File: config.mk
export PLATFORM = sky130hd
export DESIGN_NAME = wb_arbiter
export DESIGN_NICKNAME = d
export VERILOG_FILES = /design/src/rtl/wb_arbiter.sv
export SDC_FILE = /design/constraint.sdc
export NUM_CORES = 1
export LEC_CHECK = 0
export ABC_AREA = 1
export CAP_MARGIN = 20
export CORE_MARGIN = 2
export CORE_UTILIZATION = 50
export DETAILED_ROUTE_END_ITERATION = 12
export PLACE_DENSITY = 0.8
export SETUP_SLACK_MARGIN = 0.05
export SLEW_MARGIN = 10
export SYNTH_ARGS = -nofsm -noshare
export SYNTH_HDL_FRONTEND = slang
export SYNTH_SLANG_ARGS = --single-unit
File: constraint.sdc
create_clock -name clk -period 3.1 [get_ports clk]
set_input_delay 0.465 -clock clk [delete_from_list [all_inputs] [get_ports clk]]
set_output_delay 0.465 -clock clk [all_outputs]
set_load 0.02 [all_outputs]
File: src/rtl/wb_arbiter.sv
// Write-back arbiter: buffers one write per source, grants round-robin into a registered regfile port.
// Optional contention counter on stall_cnt is enabled by defining WB_ARB_STATS_EN.
module wb_arbiter #(
  parameter int NUM_REQ = 3,
  parameter int ADDR_W  = 5,
  parameter int DATA_W  = 32
) (
  input  logic                      clk,
  input  logic                      rst,
  input  logic                      rdy,
  input  logic [NUM_REQ-1:0]        req_valid,
  output logic [NUM_REQ-1:0]        req_ready,
  input  logic [NUM_REQ*ADDR_W-1:0] req_addr,
  input  logic [NUM_REQ*DATA_W-1:0] req_data,
  output logic                      rf_we,
  output logic [ADDR_W-1:0]         rf_waddr,
  output logic [DATA_W-1:0]         rf_wdata,
  input  logic [ADDR_W-1:0]         chk_addr1,
  input  logic [ADDR_W-1:0]         chk_addr2,
  output logic                      hazard1,
  output logic                      hazard2,
  output logic [NUM_REQ-1:0]        pending,
  output logic [31:0]               stall_cnt
);

  localparam int IDX_W = (NUM_REQ > 1) ? $clog2(NUM_REQ) : 1;

  logic [NUM_REQ-1:0] full_q, full_d;
  logic [ADDR_W-1:0]  addr_q [NUM_REQ];
  logic [ADDR_W-1:0]  addr_d [NUM_REQ];
  logic [DATA_W-1:0]  data_q [NUM_REQ];
  logic [DATA_W-1:0]  data_d [NUM_REQ];
  logic [IDX_W-1:0]   rr_last_q, rr_last_d;
  logic               rf_we_q, rf_we_d;
  logic [ADDR_W-1:0]  rf_waddr_q, rf_waddr_d;
  logic [DATA_W-1:0]  rf_wdata_q, rf_wdata_d;

  logic [NUM_REQ-1:0] grant;
  logic [IDX_W-1:0]   grant_idx;
  logic               grant_vld;
  logic               hit1, hit2;

  // Round-robin search begins just after the last granted source and wraps.
  always_comb begin
    int idx;
    logic [IDX_W-1:0] cand;
    grant     = '0;
    grant_idx = rr_last_q;
    grant_vld = 1'b0;
    idx       = 0;
    cand      = '0;
    if (rdy) begin
      for (int k = 1; k <= NUM_REQ; k++) begin
        idx  = (int'(rr_last_q) + k) % NUM_REQ;
        cand = IDX_W'(idx);
        if (!grant_vld && full_q[cand]) begin
          grant[cand] = 1'b1;
          grant_idx   = cand;
          grant_vld   = 1'b1;
        end
      end
    end
  end

  assign req_ready = {NUM_REQ{rdy}} & (~full_q | grant);

  always_comb begin
    full_d     = full_q;
    addr_d     = addr_q;
    data_d     = data_q;
    rr_last_d  = rr_last_q;
    rf_we_d    = rf_we_q;
    rf_waddr_d = rf_waddr_q;
    rf_wdata_d = rf_wdata_q;
    if (rdy) begin
      rf_we_d = grant_vld;
      if (grant_vld) begin
        rf_waddr_d = addr_q[grant_idx];
        rf_wdata_d = data_q[grant_idx];
        rr_last_d  = grant_idx;
      end
      full_d = full_q & ~grant;
      // Writes to x0 are accepted but never occupy a buffer.
      for (int i = 0; i < NUM_REQ; i++) begin
        if (req_valid[i] && req_ready[i] && (req_addr[i*ADDR_W +: ADDR_W] != '0)) begin
          full_d[i] = 1'b1;
          addr_d[i] = req_addr[i*ADDR_W +: ADDR_W];
          data_d[i] = req_data[i*DATA_W +: DATA_W];
        end
      end
    end
  end

  always_ff @(posedge clk or negedge rst) begin
    if (!rst) begin
      full_q     <= '0;
      rr_last_q  <= IDX_W'(NUM_REQ - 1);
      rf_we_q    <= 1'b0;
      rf_waddr_q <= '0;
      rf_wdata_q <= '0;
      for (int i = 0; i < NUM_REQ; i++) begin
        addr_q[i] <= '0;
        data_q[i] <= '0;
      end
    end else begin
      full_q     <= full_d;
      rr_last_q  <= rr_last_d;
      rf_we_q    <= rf_we_d;
      rf_waddr_q <= rf_waddr_d;
      rf_wdata_q <= rf_wdata_d;
      addr_q     <= addr_d;
      data_q     <= data_d;
    end
  end

  // A read hits a pending write if it is buffered or sitting on the write port.
  always_comb begin
    hit1 = rf_we_q && (rf_waddr_q == chk_addr1);
    hit2 = rf_we_q && (rf_waddr_q == chk_addr2);
    for (int i = 0; i < NUM_REQ; i++) begin
      if (full_q[i] && (addr_q[i] == chk_addr1)) hit1 = 1'b1;
      if (full_q[i] && (addr_q[i] == chk_addr2)) hit2 = 1'b1;
    end
  end

  assign hazard1  = hit1 && (chk_addr1 != '0);
  assign hazard2  = hit2 && (chk_addr2 != '0);
  assign pending  = full_q;
  assign rf_we    = rf_we_q;
  assign rf_waddr = rf_waddr_q;
  assign rf_wdata = rf_wdata_q;

`ifdef WB_ARB_STATS_EN
  logic [31:0] stall_cnt_q, stall_cnt_d;

  always_comb begin
    stall_cnt_d = stall_cnt_q;
    if (rdy && |(full_q & ~grant)) stall_cnt_d = stall_cnt_q + 32'd1;
  end

  always_ff @(posedge clk or negedge rst) begin
    if (!rst) stall_cnt_q <= '0;
    else      stall_cnt_q <= stall_cnt_d;
  end

  assign stall_cnt = stall_cnt_q;
`else
  assign stall_cnt = '0;
`endif

endmodule

# After elaboration in Yosys (flattened, before gate mapping)
# Cells that the tools add are included.
[word_totals]
out_inout_bits = 78
in_bits = 127
word_cells = 115
regBits = 154
[classes]
div_mod_pow = 3
n_eq_ne = 8
n_addsub = 3
n_bitwise = 8
mux = 43
magnitude_cmp = 7
n_reduce_logical = 32
[ops]
columns = ["op", "count"]
rows = [
  ["32-bit by 3-bit remainder unit with 32-bit output (second input constant)", 3],
  ["32-bit binary-select mux with 2-bit select", 1],
  ["32-bit two-way mux", 2],
  ["5-bit equality test", 8],
  ["5-bit nonzero test", 5],
  ["1-bit logical AND", 21],
  ["1-bit two-way mux", 21],
  ["3-bit two-way mux", 6],
  ["5-bit binary-select mux with 2-bit select", 1],
  ["5-bit two-way mux", 2],
  ["2-bit by 3-bit < comparator with 1-bit output (second input constant)", 3],
  ["3-bit bitwise OR", 3],
  ["2-bit two-way mux", 4],
  ["2-bit AND reduction", 4],
  ["2-bit by 2-bit adder with 3-bit output (second input constant)", 2],
  ["3-bit bitwise AND", 2],
  ["1-bit binary-select mux with 2-bit select", 3],
  ["1-bit demux with 2-bit select", 3],
  ["2-bit by 1-bit greater-or-equal comparator with 1-bit output (second input constant)", 3],
  ["3-bit inverter", 2],
  ["2-bit by 1-bit adder with 3-bit output (second input constant)", 1],
  ["3-bit greater-or-equal comparator (second input constant)", 1],
  ["2-bit inverter with 3-bit output", 1],
  ["1-bit zero test", 2],
]

# Logic depth before layout (Yosys ltp)
# Gate-level depths: netlist of the first run.
[logic_depth]
ltp_word = 19
ltp_mapped = 20
mapped_depth_nobuf = 17

# Worst setup path before layout of the first run
# No wires, ideal clock.
[synth_timing]
path_type = "register to output"
start = "register rr_last_q[1]"
end = "output port req_ready[1]"
path_stages_with_launch = 13
path_slack_ns = 0.776
path_buffers = 2
arrival_ns = 1.859
t_required_ns = 2.635
cell_sequence = "dfstp_2 -> ha_1 -> buf_4 -> inv_2 -> nand2_2 -> nand3_2 -> nand2_4 -> nand3_1 -> nand2_1 -> nand2_1 -> nand2_2 -> a21oi_2 -> buf_2"
[synth_between]
elab_chain_cells = 16
word_cells_on_any_way = 45
classes_between = "add/sub (3); div (3); order compare (6); mux (22); bitwise (4); reduce/logical (7)"
[synth_lines]
columns = ["element", "line", "text"]
rows = [
  ["start, declared", "33", "logic [IDX_W-1:0] rr_last_q, rr_last_d;"],
  ["start signal, assigned", "97", "rr_last_q <= IDX_W'(NUM_REQ - 1);"],
  ["start signal, assigned", "107", "rr_last_q <= rr_last_d;"],
  ["2-bit by 1-bit adder with 3-bit output", "54", "idx = (int'(rr_last_q) + k) % NUM_REQ;"],
  ["32-bit by 3-bit remainder unit with 32-bit output", "54", ""],
  ["2-bit by 3-bit < comparator with 1-bit output (not written as such) (tied with other cells)", "57", "grant[cand] = 1'b1;"],
  ["1-bit logical AND (not written as such) / 1-bit two-way mux (equally long branches)", "57, 56", ""],
  ["1-bit two-way mux (on tied branches)", "57, 56", ""],
  ["1-bit demux with 2-bit select / 1-bit two-way mux (equally long branches)", "57, 52", ""],
  ["3-bit two-way mux / 1-bit zero test (equally long branches)", "56", "if (!grant_vld && full_q[cand]) begin"],
  ["3-bit two-way mux / 1-bit logical AND (equally long branches)", "52, 56", ""],
  ["3-bit bitwise OR (no line) / 1-bit two-way mux (equally long branches)", "-", ""],
  ["3-bit two-way mux / 1-bit two-way mux (equally long branches)", "56, 52", ""],
  ["3-bit two-way mux / 1-bit zero test (equally long branches)", "52, 56", ""],
  ["3-bit bitwise OR (no line) / 1-bit logical AND (equally long branches)", "-", ""],
  ["3-bit two-way mux (*)", "56", ""],
  ["3-bit two-way mux (*)", "52", "if (rdy) begin"],
  ["3-bit bitwise OR (*)", "65", "assign req_ready = {NUM_REQ{rdy}} & (~full_q | grant);"],
  ["3-bit bitwise AND (*)", "65", ""],
  ["end, declared", "12", "output logic [NUM_REQ-1:0] req_ready,"],
]
# Mark *: on every way between the ends. The rest lies on a longest branch, timed or not. The select of a mux whose other input is x is not followed.

# Worst setup path after layout of the first run
[layout_timing]
start = "register rr_last_q[1]"
end = "output port req_ready[0]"
# Same word-level chain as after synthesis.

==> results of run 1 <==
==> repair_timing <==
item                                    4_1_cts  5_1_grt
resized for setup                             7       12
pin swaps                                     0        1
endpoints found under the setup margin        3       58
==> layout make-up <==
type	count	share of cell area, %
multi-input cells	847	34.79
flip-flops and latches	154	34.66
repair buffers	203	17.87
inverters	140	4.725
clock buffers	17	3.825
well taps	225	2.531
clock inverters	15	1.598
==> layer usage <==
metal  vias to the layer above  wire, um  global-route usage (%)
met5                         -         0                       0
met4                         0       429                   7.986
met3                        43      2171                   4.922
met2                       394     11670                   44.22
met1                      3953     11640                   41.77
li1                       4095         -                       -
==> cell usage in the layout (no fill, tap or decap), types with 3 or more instances in the layout <==
| master | count |
|---|---|
| nand2_1 | 474 |
| clkdlybuf4s50_1 | 166 |
| dfrtp_1 | 153 |
| inv_1 | 136 |
| nand3_1 | 125 |
| nand4_1 | 80 |
| nor2_1 | 52 |
| conb_1 | 32 |
| buf_4 | 27 |
| clkbuf_16 | 17 |
| o22ai_1 | 12 |
| a21oi_1 | 12 |
| o21ai_0 | 8 |
| a221oi_1 | 7 |
| xor2_1 | 7 |
| inv_8 | 6 |
| nand2_2 | 5 |
| xnor2_1 | 5 |
| nor3_1 | 5 |
| inv_2 | 4 |
| clkinvlp_4 | 4 |
| o21ai_2 | 3 |
| o21ai_1 | 3 |
| clkbuf_2 | 3 |
| buf_12 | 3 |
==> worst min-delay path by stage <==
| stage | startpoint | slack, ps | cells after the start | endpoint |
|---|---|---|---|---|
| after floorplan | rst | 170 | 0 | addr_q[0] |
| after CTS | rst | 30 | 1 | addr_q[14] |
| after global routing | rst | 40 | 1 | addr_q[14] |
| after detailed placement | data_q[75] | 460 | 2 | data_q[75] |
| after global placement | data_q[40] | 450 | 2 | data_q[40] |
| final | rst | -6 | 1 | addr_q[14] |
==> per-stage QoR <==
| step | TNS [ps] | cells |
|---|---|---|
| floorplan | 0 | 1250 |
| global placement | 0 | 1569 |
| detailed placement | 0 | 1569 |
| CTS | -46.01 | 1601 |
| global route | 0 | 1601 |
| finish | 0 | 1601 |
==> flip-flops by register name, summed over array words and instances (netlist names) <==
register   count
addr_q        15
rf_wdata      32
rf_waddr       5
data_q        96
rf_we          1
rr_last_q      2
pending        3
==> worst reg2reg max path, delay by kind of cell, from the launching register on <==
kind | cells | cell delay, ps
buf+inv | 4 | 870
flops | 1 | 570
simple gates | 10 | 890
fa+ha+maj | 1 | 250
compound gates | 1 | 160
==> logic make-up (layout without fill, tap and decap cells) <==
group | after synthesis | after routing
AND/OR/NAND/NOR | 745 | 745
XOR/XNOR | 12 | 12
adder cells (fa/ha/maj) | 4 | 4
AO/OA/AOI/OAI | 54 | 54
flip-flops | 154 | 154
buffers and inverters | 249 | 375
other | 1 | 32
==> cells in the mapped netlist, drive strengths merged (2+ instances only) <==
master  instances  area, um^2
inv           140       525.5
dfrtp         153        3829
nand4          80       500.5
o22ai          12       75.07
xor2            7       61.31
a31oi           2       12.51
nor3            5       25.02
nand2         480        1822
a221oi          7       61.31
clkbuf         27       101.4
nand3         126       635.6
nor2           53       206.5
a21oi          14       77.58
o21ai          15       86.33
xnor2           5       43.79
buf            82       584.3
ha              4       50.05
==> power breakdown <==
group | total [mW] | internal, mW | switching (mW)
combinational | 6.74 | 2.44 | 4.30
sequential | 3.67 | 2.94 | 0.725
clock | 2.12 | 1.15 | 0.962
==> results.sh, run 1 <==
export IMPL_fillers=1538
export IMPL_gr_total_overflow=0
export IMPL_post_synth_instance_area_mm2=0.008770
export IMPL_path_buf_inv=3
export IMPL_worstPathRequired_ps=2630
export IMPL_post_cts_buffers=0
export IMPL_rsz0062_at_grt="no"
export IMPL_initial_core_util_pct=50.88
export IMPL_clock_latency_ps=430
export IMPL_placed_cell_area_mm2=0.01050
export IMPL_path_common_cell="nor2_1"
export IMPL_fin_crit_sh_pct=92.85
export IMPL_layout_min_cycle_time_ps=2878
export IMPL_top_level_ports=205
export IMPL_cp_arrival_ps=2410
export IMPL_syn_inst=1219
export IMPL_seq_area_mm2=0.003855
export IMPL_async_flop_share_pct=100.0
export IMPL_synthXorXnorAreaFrac_pct=1.198
export IMPL_vdd_ir_drop_max_v=0.0006132
export IMPL_hp_class="primary input to async pin"
export IMPL_worstSetupPathDepth=10
export IMPL_r2r_end="data_q[50]"
export IMPL_h_tree_depth=4
export IMPL_final_hold_viol_count=4
export IMPL_leakagePower_nw=5.879
export IMPL_totalPowerFinal_mw=12.52
export IMPL_dp_hpwl_mm=18.37
export IMPL_violations="hold timing"
export IMPL_r2r_start="rr_last_q[1]"
export IMPL_cp_slowest_cell="dfstp_2"
export IMPL_path_delay_family="flip-flops"
export IMPL_ant_nets=0
export IMPL_synth_simple_area_share_pct=36.44
export IMPL_yosysWarnings=0
export IMPL_synth_edf_count=0
export IMPL_routed_wl_mm=25.92
export IMPL_root_buffer="clkbuf_16"
export IMPL_die_area_mm2=0.01861
export IMPL_firstDrtPassIters=7
export IMPL_synth_top_family_by_area="simple AND/OR/NAND/NOR gates"
export IMPL_clock_sinks=154
export IMPL_rr_worst_depth=16
export IMPL_antenna_found_initial=0
export IMPL_syn_avg_cell_area_um2=7.194
export IMPL_r2r_slack_ps=240
export IMPL_slew_headroom_pct=58.97
export IMPL_grt_pass1_wl_mm=41.11
export IMPL_ys_ff_latch=154
export IMPL_hold_worst_slack_ps=-6.452
export IMPL_cts_inserted_buffers=17
export IMPL_grt_usage_pct=28.69
export IMPL_area_growth_pct=26.81
export IMPL_critPathLaunchType="register"
export IMPL_clkTransAtPathRegs_ps=70
export IMPL_critPathMaxFanout=4
export IMPL_clock_skew_ps=13.89
export IMPL_port_buffers=172
export IMPL_nNetsFinal=1494
export IMPL_synth_compound_area_share_pct=3.981
export IMPL_die_w_um=136.4
export IMPL_fmax_mhz=347.4
export IMPL_cp_cell_sequence="inv_1, ha_1, inv_1, nor2_1, o21ai_2, nand3_1, nor2_1, nor2_1, a21oi_4, clkbuf_2"
export IMPL_cpPeakStageDelay_ps=570
export IMPL_final_area_mm2=0.01112
export IMPL_dp_slack_ps=114.0
export IMPL_grt_pass1_vias=8004
export IMPL_vias=8485
export IMPL_grt_start_max_net_pins=64
export IMPL_holdBufCountCts=0
export IMPL_p_per_area_mw_per_mm2=1126
export IMPL_critPathKind="register to output pin"
export IMPL_multi_input_area_mm2=0.003869
export IMPL_drt_iter0_drc=718
export IMPL_worstSetupEndpointType="output pin"
export IMPL_final_setup_viol_count=0
export IMPL_worst_pin_slew_ps=615.4
export IMPL_cts_tree="built"
export IMPL_yosysSeqAreaShare_pct=43.96
export IMPL_crit_end="req_ready[0]"
export IMPL_drc=0
export IMPL_coreArea_mm2=0.01724
export IMPL_wl_per_cell_um=16.19
export IMPL_status="finished with violations"
export IMPL_gp_congestion=0.8740
export IMPL_synth_mux_area_share_pct=0
export IMPL_clockBufferDepth=2
export IMPL_die_h_um=136.4
export IMPL_fp_row_count=48
export IMPL_antennaDiodeCount=0
export IMPL_synth_distinct_cells=35
export IMPL_drv_slew=0
export IMPL_synth_adder_area_share_pct=0.5707
export IMPL_cp_startpoint="rr_last_q[1]"
export IMPL_via_per_inst=5.300
export IMPL_max_cap_violations=0
export IMPL_synth_ff_type="dfrtp_1"
export IMPL_setup_slack_ps=221.6
export IMPL_final_core_util_pct=64.52
export IMPL_drive_gt1_share_pct=6.468
Power figures use the tool's default switching activity.
==> inputs of run 2 (changes only) <==
--- a/config.mk
+++ b/config.mk
@@ -10,9 +10,9 @@
 export CORE_MARGIN = 2
 export CORE_UTILIZATION = 50
 export DETAILED_ROUTE_END_ITERATION = 12
+export MAX_ROUTING_LAYER = met4
 export PLACE_DENSITY = 0.8
 export SETUP_SLACK_MARGIN = 0.05
-export SLEW_MARGIN = 10
 export SYNTH_ARGS = -nofsm -noshare
 export SYNTH_HDL_FRONTEND = slang
 export SYNTH_SLANG_ARGS = --single-unit
==> run 2 against run 1 <==
  * The run still ends with hold timing left
  * Final cell count up 0.19%
  * Critical path depth down 2
  * Worst hold slack worse by 4.3 ps
  * Clock power up 4%
  * Final area up 0.49%
  * Worst setup slack worse by 26 ps
  * Register-to-register slack better by 30 ps
  * Critical path type is now primary input to output pin
==> results.sh, run 2 (synthesis results as in run 1) <==
export IMPL_gr_total_overflow=0
export IMPL_worstPathRequired_ps=2630
export IMPL_top_level_ports=205
export IMPL_drive_gt1_share_pct=6.744
export IMPL_grt_usage_pct=30.47
export IMPL_grt_start_max_net_pins=67
export IMPL_area_growth_pct=27.44
export IMPL_cts_inserted_buffers=17
export IMPL_drc=0
export IMPL_slew_headroom_pct=63.56
export IMPL_antennaDiodeCount=0
export IMPL_port_buffers=172
export IMPL_stdcell_count=1604
export IMPL_clkTransAtPathRegs_ps=60
export IMPL_clock_latency_ps=430
export IMPL_dp_hpwl_mm=18.56
export IMPL_critPathLaunchType="primary input"
export IMPL_largest_reg_flops=96
export IMPL_critPathKind="primary input to output pin"
export IMPL_grt_pass1_vias=8000
export IMPL_grt_pass1_wl_mm=42.29
export IMPL_dp_slack_ps=141.9
export IMPL_final_hold_viol_count=3
export IMPL_via_per_inst=5.326
export IMPL_hold_worst_slack_ps=-10.72
export IMPL_final_core_util_pct=64.84
export IMPL_die_w_um=136.4
export IMPL_fmax_mhz=344.3
export IMPL_h_tree_depth=4
export IMPL_hp_class="primary input to async pin"
export IMPL_dp_cells=1569
export IMPL_vdd_ir_drop_max_v=0.0006309
export IMPL_final_cell_mix="nand2_1, clkdlybuf4s50_1, dfrtp_1, inv_1, nand3_1"
export IMPL_coreArea_mm2=0.01724
export IMPL_antenna_found_initial=0
export IMPL_firstDrtPassIters=6
export IMPL_nNetsFinal=1497
export IMPL_final_common_cell="nand2_1"
export IMPL_layout_min_cycle_time_ps=2905
export IMPL_worstSetupEndpointType="output pin"
export IMPL_p_per_area_mw_per_mm2=1136
export IMPL_critPathMaxFanout=4
export IMPL_die_h_um=136.4
export IMPL_clockBufferDepth=2
export IMPL_die_area_mm2=0.01861
export IMPL_final_setup_viol_count=0
export IMPL_multi_input_area_mm2=0.003864
export IMPL_worst_pin_slew_ps=546.6
export IMPL_routed_wl_mm=26.77
export IMPL_wl_per_cell_um=16.69
export IMPL_drt_iter0_drc=711
export IMPL_drv_slew=0
export IMPL_status="finished with violations"
export IMPL_leakagePower_nw=5.908
export IMPL_regMostFlops="data_q"
export IMPL_cts_tree="built"
export IMPL_vias=8543
export IMPL_clock_sinks=154
export IMPL_fillers=1515
export IMPL_gp_congestion=0.9086
export IMPL_root_buffer="clkbuf_16"
export IMPL_initial_core_util_pct=50.88
export IMPL_seq_area_mm2=0.003856
export IMPL_violations="hold timing"
export IMPL_clock_skew_ps=8.944
export IMPL_cp_arrival_ps=2440
export IMPL_fin_crit_sh_pct=93.70
export IMPL_ant_nets=0
export IMPL_setup_slack_ps=195.4
export IMPL_rsz0062_at_grt="no"
export IMPL_max_cap_violations=0
export IMPL_fp_row_count=48
-- run 2: worst paths after layout --
check                             start            to  slack (ps)  cells after the start
min in group clk             data_q[88]    data_q[88]         470                      2
hold reg to reg              data_q[88]    data_q[88]         470                      2
max in group asynchronous           rst  rf_wdata[14]        2270                      2
setup / recovery           chk_addr1[1]       hazard1         200                      8
hold / removal                      rst    data_q[65]         -10                      1
setup reg to reg           rr_last_q[0]    data_q[46]         270                     17
-- run 2: per-stage QoR --
stage	TNS, ps	power (mW)	instance area, um^2
floorplan	0	8.218	8886
global route	0	13.70	11180
CTS	-28.28	12.59	11130
finish	0	12.70	11180
detailed placement	0	10.31	10510
global placement	0	10.20	10510
-- run 2: routing by layer --
layer / track usage (%) / share of wire, % / vias up / wire, um
met4: 7.292 / 1.8 / 0 / 480
met3: 6.227 / 8.8 / 49 / 2343
met5: - / 0 / - / 0
li1: - / - / 4097 / -
met2: 45.51 / 45 / 404 / 12060
met1: 42.82 / 44 / 3993 / 11880
-- run 2: worst max-delay path: stages --
cell and delay [ps]:
clkdlybuf4s50_1 560, inv_1 120, a221oi_1 290, nand4_1 120
nand2_1 90, nor2_1 40, a21oi_1 130, clkdlybuf4s50_1 620
-- run 2: layout make-up --
class                           count  share of cell area, %
Clock buffer                       20                  4.176
Tap cell                          225                  2.519
Multi-Input combinational cell    847                  34.57
Clock inverter                     12                  1.422
Timing Repair Buffer              206                  18.10
Inverter                          140                  4.702
Sequential cell                   154                  34.51
-- run 2: where the power goes --
part / leakage (nW) / internal, mW / switching [mW]
sequential: 1.93 / 2.95 / 0.730
combinational: 3.67 / 2.46 / 4.36
clock: 0.304 / 1.34 / 0.864
-- run 2: repair_timing --
item,4_1_cts,5_1_grt
endpoints found under the setup margin,3,42
hold endpoints to repair,0,0
pin swaps,0,1
hold buffers,0,0
buffers inserted,0,3
gates resized for setup,4,14
==> inputs of run 3 (changes only) <==
--- a/config.mk
+++ b/config.mk
@@ -7,7 +7,7 @@
 export LEC_CHECK = 0
 export ABC_AREA = 1
 export CAP_MARGIN = 20
-export CORE_MARGIN = 2
+export CORE_MARGIN = 10
 export CORE_UTILIZATION = 50
 export DETAILED_ROUTE_END_ITERATION = 12
 export MAX_ROUTING_LAYER = met4
==> run 3 against run 2 <==
  * Count of clock-buffer cells in the layout down 1
  * Register-to-register slack about the same
  * Global-route usage down 6.7 points
  * Critical path type unchanged
  * The flow now finishes without violations
  * Sequential cell count unchanged
  * Core utilization down 0.59 points
  * First-iteration DRC count up 16%
  * Clock skew up 3.4 ps
  * Worst setup slack worse by 16 ps
  * Final cell count down 0.50%
  * Routed wire length up 2.9%
  * Combinational power down 0.7%
  * Power down 2.3%
==> results.sh, run 3 (synthesis results as in run 1) <==
export IMPL_grt_start_max_net_pins=73
export IMPL_dp_slack_ps=177.3
export IMPL_critPathLaunchType="primary input"
export IMPL_dp_hpwl_mm=19.18
export IMPL_final_setup_viol_count=0
export IMPL_p_per_area_mw_per_mm2=1120
export IMPL_fmax_mhz=342.4
export IMPL_critPathMaxFanout=7
export IMPL_top_level_ports=205
export IMPL_layout_min_cycle_time_ps=2921
export IMPL_largest_reg_flops=96
export IMPL_fp_row_count=48
export IMPL_clock_skew_ps=12.38
export IMPL_initial_core_util_pct=50.88
export IMPL_leakagePower_nw=5.839
export IMPL_die_w_um=152.4
export IMPL_clock_latency_ps=420
export IMPL_worst_pin_slew_ps=793.2
export IMPL_die_h_um=152.4
export IMPL_holdBufCountCts=0
export IMPL_internal_power_mw=6.551
export IMPL_top_layer_used="met4"
export IMPL_root_buffer="clkbuf_16"
export IMPL_netSwitchingPower_mw=5.853
export IMPL_regMostFlops="data_q"
export IMPL_grt_pass1_vias=8196
export IMPL_rsz0062_at_grt="no"
export IMPL_routed_wl_mm=27.55
export IMPL_cts_inserted_buffers=17
export IMPL_vdd_ir_drop_max_v=0.0006499
export IMPL_cts_tree="built"
export IMPL_via_per_inst=5.281
export IMPL_status="finished, final reports clean"
export IMPL_clockBufferDepth=2
export IMPL_firstDrtPassIters=5
export IMPL_vias=8429
export IMPL_port_buffers=172
export IMPL_die_area_mm2=0.02324
export IMPL_p_clk_share_pct=16.2
export IMPL_met1_length_mm=12.36
export IMPL_critPathKind="primary input to output pin"
export IMPL_ant_nets=0
export IMPL_drv_slew=0
export IMPL_dr_wl_met3_mm=1.957
export IMPL_area_growth_pct=26.28
export IMPL_fin_crit_sh_pct=94.22
export IMPL_h_tree_depth=4
export IMPL_drc=0
export IMPL_gr_total_overflow=0
export IMPL_drt_iter0_drc=822
export IMPL_clock_sinks=154
export IMPL_nNetsFinal=1490
export IMPL_final_common_cell="nand2_1"
export IMPL_dr_wl_met2_mm=12.76
export IMPL_totalPowerFinal_mw=12.40
export IMPL_gp_congestion=0.9855
export IMPL_max_cap_violations=0
export IMPL_wl_per_cell_um=17.26
export IMPL_p_sw_share_pct=47.19
export IMPL_cp_arrival_ps=2460
export IMPL_seqPwrFrac_pct=29.2
export IMPL_grt_pass1_wl_mm=44.17
export IMPL_antenna_found_initial=1
export IMPL_grt_usage_pct=23.77
export IMPL_setup_slack_ps=179.2
export IMPL_drive_gt1_share_pct=5.912
export IMPL_worstSetupEndpointType="output pin"
export IMPL_worstPathRequired_ps=2630
export IMPL_tns_ps=0
export IMPL_coreArea_mm2=0.01724
export IMPL_slew_headroom_pct=47.04
export IMPL_hp_class="primary input to async pin"
export IMPL_final_cell_mix="nand2_1, clkdlybuf4s50_1, dfrtp_1, inv_1, nand3_1"
export IMPL_clkTransAtPathRegs_ps=60
export IMPL_combPwrFrac_pct=54.5
export IMPL_final_hold_viol_count=0
## run 3: power by group through the flow
stage | Clock (mW) | Sequential, mW | Combinational (mW)
2_1_floorplan | 0 | 3.68 | 4.54
3_3_place_gp | 0 | 3.61 | 6.51
3_5_place_dp | 0 | 3.62 | 6.65
4_1_cts | 2.03 | 3.60 | 6.70
5_1_grt | 2.12 | 3.73 | 7.61
6_report | 2.01 | 3.63 | 6.77
## run 3: path summary, 6_finish.rpt
path | start | to | depth (start not counted) | slack, ps
worst max-delay path | chk_addr2[4] | hazard2 | 6 | 180
worst min-delay path | rst | data_q[66] | 1 | 60
worst max register to register | rr_last_q[1] | data_q[78] | 14 | 270
worst min register to register | data_q[81] | data_q[81] | 2 | 470
max in group asynchronous | rst | data_q[16] | 2 | 2340
min in group clk | data_q[81] | data_q[81] | 2 | 470
## run 3: final cells by class
type	instances	area [um^2]
fillers	1510	6162
clock buffers	19	432.9
inverters	140	525.5
flip-flops and latches	154	3855
diodes	1	2.502
well taps	225	281.5
repair buffers	199	1989
clock inverters	11	123.9
multi-input cells	847	3864
## run 3: what timing repair did
item,CTS,global route
gates resized for setup,5,11
setup endpoints to repair,3,67
pin swaps,0,2
buffers inserted,0,1
## run 3: worst max-delay path, cell delays in order
cell and delay [ps]:
clkdlybuf4s50_1 570, xor2_1 210, nor3_1 220, o2111ai_1 130
a41oi_1 220, clkdlybuf4s50_1 640
## run 3: layer usage
metal | global-route usage [%] | vias to the layer above
met4 | 6.085 | 0
li1 | - | 4074
met3 | 4.657 | 31
met2 | 36.69 | 348
met1 | 31.48 | 3976
met5 | - | -
## run 3: metrics by stage
step,std cells,utilization (%),cell area [um^2],hold WS [ps]
floorplan,1250,-,8886,169.4
global placement,1564,60.90,10500,454.8
detailed placement,1564,60.90,10500,458.0
CTS,1594,64.13,11050,88.49
global route,1596,64.25,11070,111.5
finish,1596,64.25,11070,56.68
==> RTL change: new RTL, settings of run 2 <==
`ADDR_W`: 5 -> 4.
--- a/src/rtl/wb_arbiter.sv
+++ b/src/rtl/wb_arbiter.sv
@@ -2,7 +2,7 @@
 // Optional contention counter on stall_cnt is enabled by defining WB_ARB_STATS_EN.
 module wb_arbiter #(
   parameter int NUM_REQ = 3,
-  parameter int ADDR_W  = 5,
+  parameter int ADDR_W  = 4,
   parameter int DATA_W  = 32
 ) (
   input  logic                      clk,
Ports: changed (resized chk_addr1, chk_addr2, req_addr and rf_waddr); port bits go from 205 to 199. No check against the original RTL was run, so the function may have changed too.
==> RTL change against run 2 <==
Non-clock buffer count is 24 lower; synthesized area down 7.8%; global-route usage is 3.5 points lower; critical path type is now flip-flop to primary output; critical path depth rose by 4; highest routed layer unchanged; final area decreased by 7.0%; total power down 7.7%; largest cell class is now registers; worst setup slack worse by 48 ps; sequential power fell by 5%; wire length decreased by 17%; clock power decreased by 2%; sequential cell count down 4; first-iteration DRC count is 8.9% higher.
==> RTL change: results (changes against run 2) <==
Outcome
  • Status: finished, final reports clean

Timing
  • Least-Margin Pin Slew: 746 ps (+199 ps)
  • Final WS setup: 148 ps (-47.5 ps)
  • Setup Skew: 11.9 ps (+2.95 ps)

Global route
  • GR Util met1: 35.5% (-7.4 points)
  • Gr usage total: 26.9% (-3.5 points)
  • Met3 usage: 5.83% (-0.40 points)
  • Number of global-route vias before repair: 7,127 (-11%)

Drt
  • Total length of routed wires: 22,200 um (-17%)
  • Met2 WL post-DR: 10,500 um (-13%)
  • 1st-iter DRT viols: 774 (+8.9%)

Synthesis
  • Commonest cells post-synth: nand2_1, nand3_1, dfrtp_1
  • Xor/xnor share of the synthesized area: 0.866% (-0.33 points)
  • Yosys reg bits: 150 (-2.6%)
  • Synth cell types: 39 (+11%)
  • Mapped Avg Cell Area: 7.71 um^2 (+7.2%)
  • Synth Area in Adders: 0.619% (+0.048 points)

Finish
  • ClkCell Share: 6.02% (+0.42 points)
  • Non-CTS inverters: 142 (+1.4%)
  • #MultiIn Comb: 704 (-17%)
  • Fraction of area in multi-input gates: 32.5% (-2.1 points)
  • Layout non-clock buf frac: 17.6% (-0.55 points)

Place
  • IO Port Bufs: 166 (-3.5%)

Critical path
  • Worst Path Arrival: 2490 ps (+50 ps)
  • Worst flop-to-flop path endpoint: data_q[7]$_DFFE_PN0P_
  • Critical-path top delay cell: dfrtp_1
  • Crit-path max cell delay: 400 ps (-220 ps)
  • Worst R2R Path Depth: 12 (-5)
  • Reg2reg start: rr_last_q[1]$_DFFE_PN1P_

Power and ir drop
  • Static leakage: 5.36 nW (-9.3%)

Floorplan
  • Standard-cell rows: 46 (-4.2%)
RTL change: how the worst max path moves through the flow:
stage	depth (start not counted)	endpoint	startpoint
after global routing	12	req_ready[2]	rr_last_q[0]$_DFFE_PN0P_
after floorplan	14	addr_q[8]$_DFFE_PN0P_	rr_last_q[0]$_DFFE_PN0P_
after global placement	11	req_ready[0]	rr_last_q[0]$_DFFE_PN0P_
final	12	req_ready[2]	rr_last_q[0]$_DFFE_PN0P_
after detailed placement	14	rf_wdata[9]$_DFFE_PN0P_	rr_last_q[0]$_DFFE_PN0P_
after CTS	11	req_ready[0]	rr_last_q[0]$_DFFE_PN0P_
RTL change: what timing repair did:
action,CTS,global route
setup endpoints to repair,3,39
cloned,0,1
pin swaps,0,1
hold buffers,0,0
gates resized for setup,6,11
RTL change: where the power goes:
part	total, mW	switching (mW)	internal, mW
sequential	3.49	0.622	2.87
combinational	6.06	3.89	2.18
clock	2.16	0.812	1.35
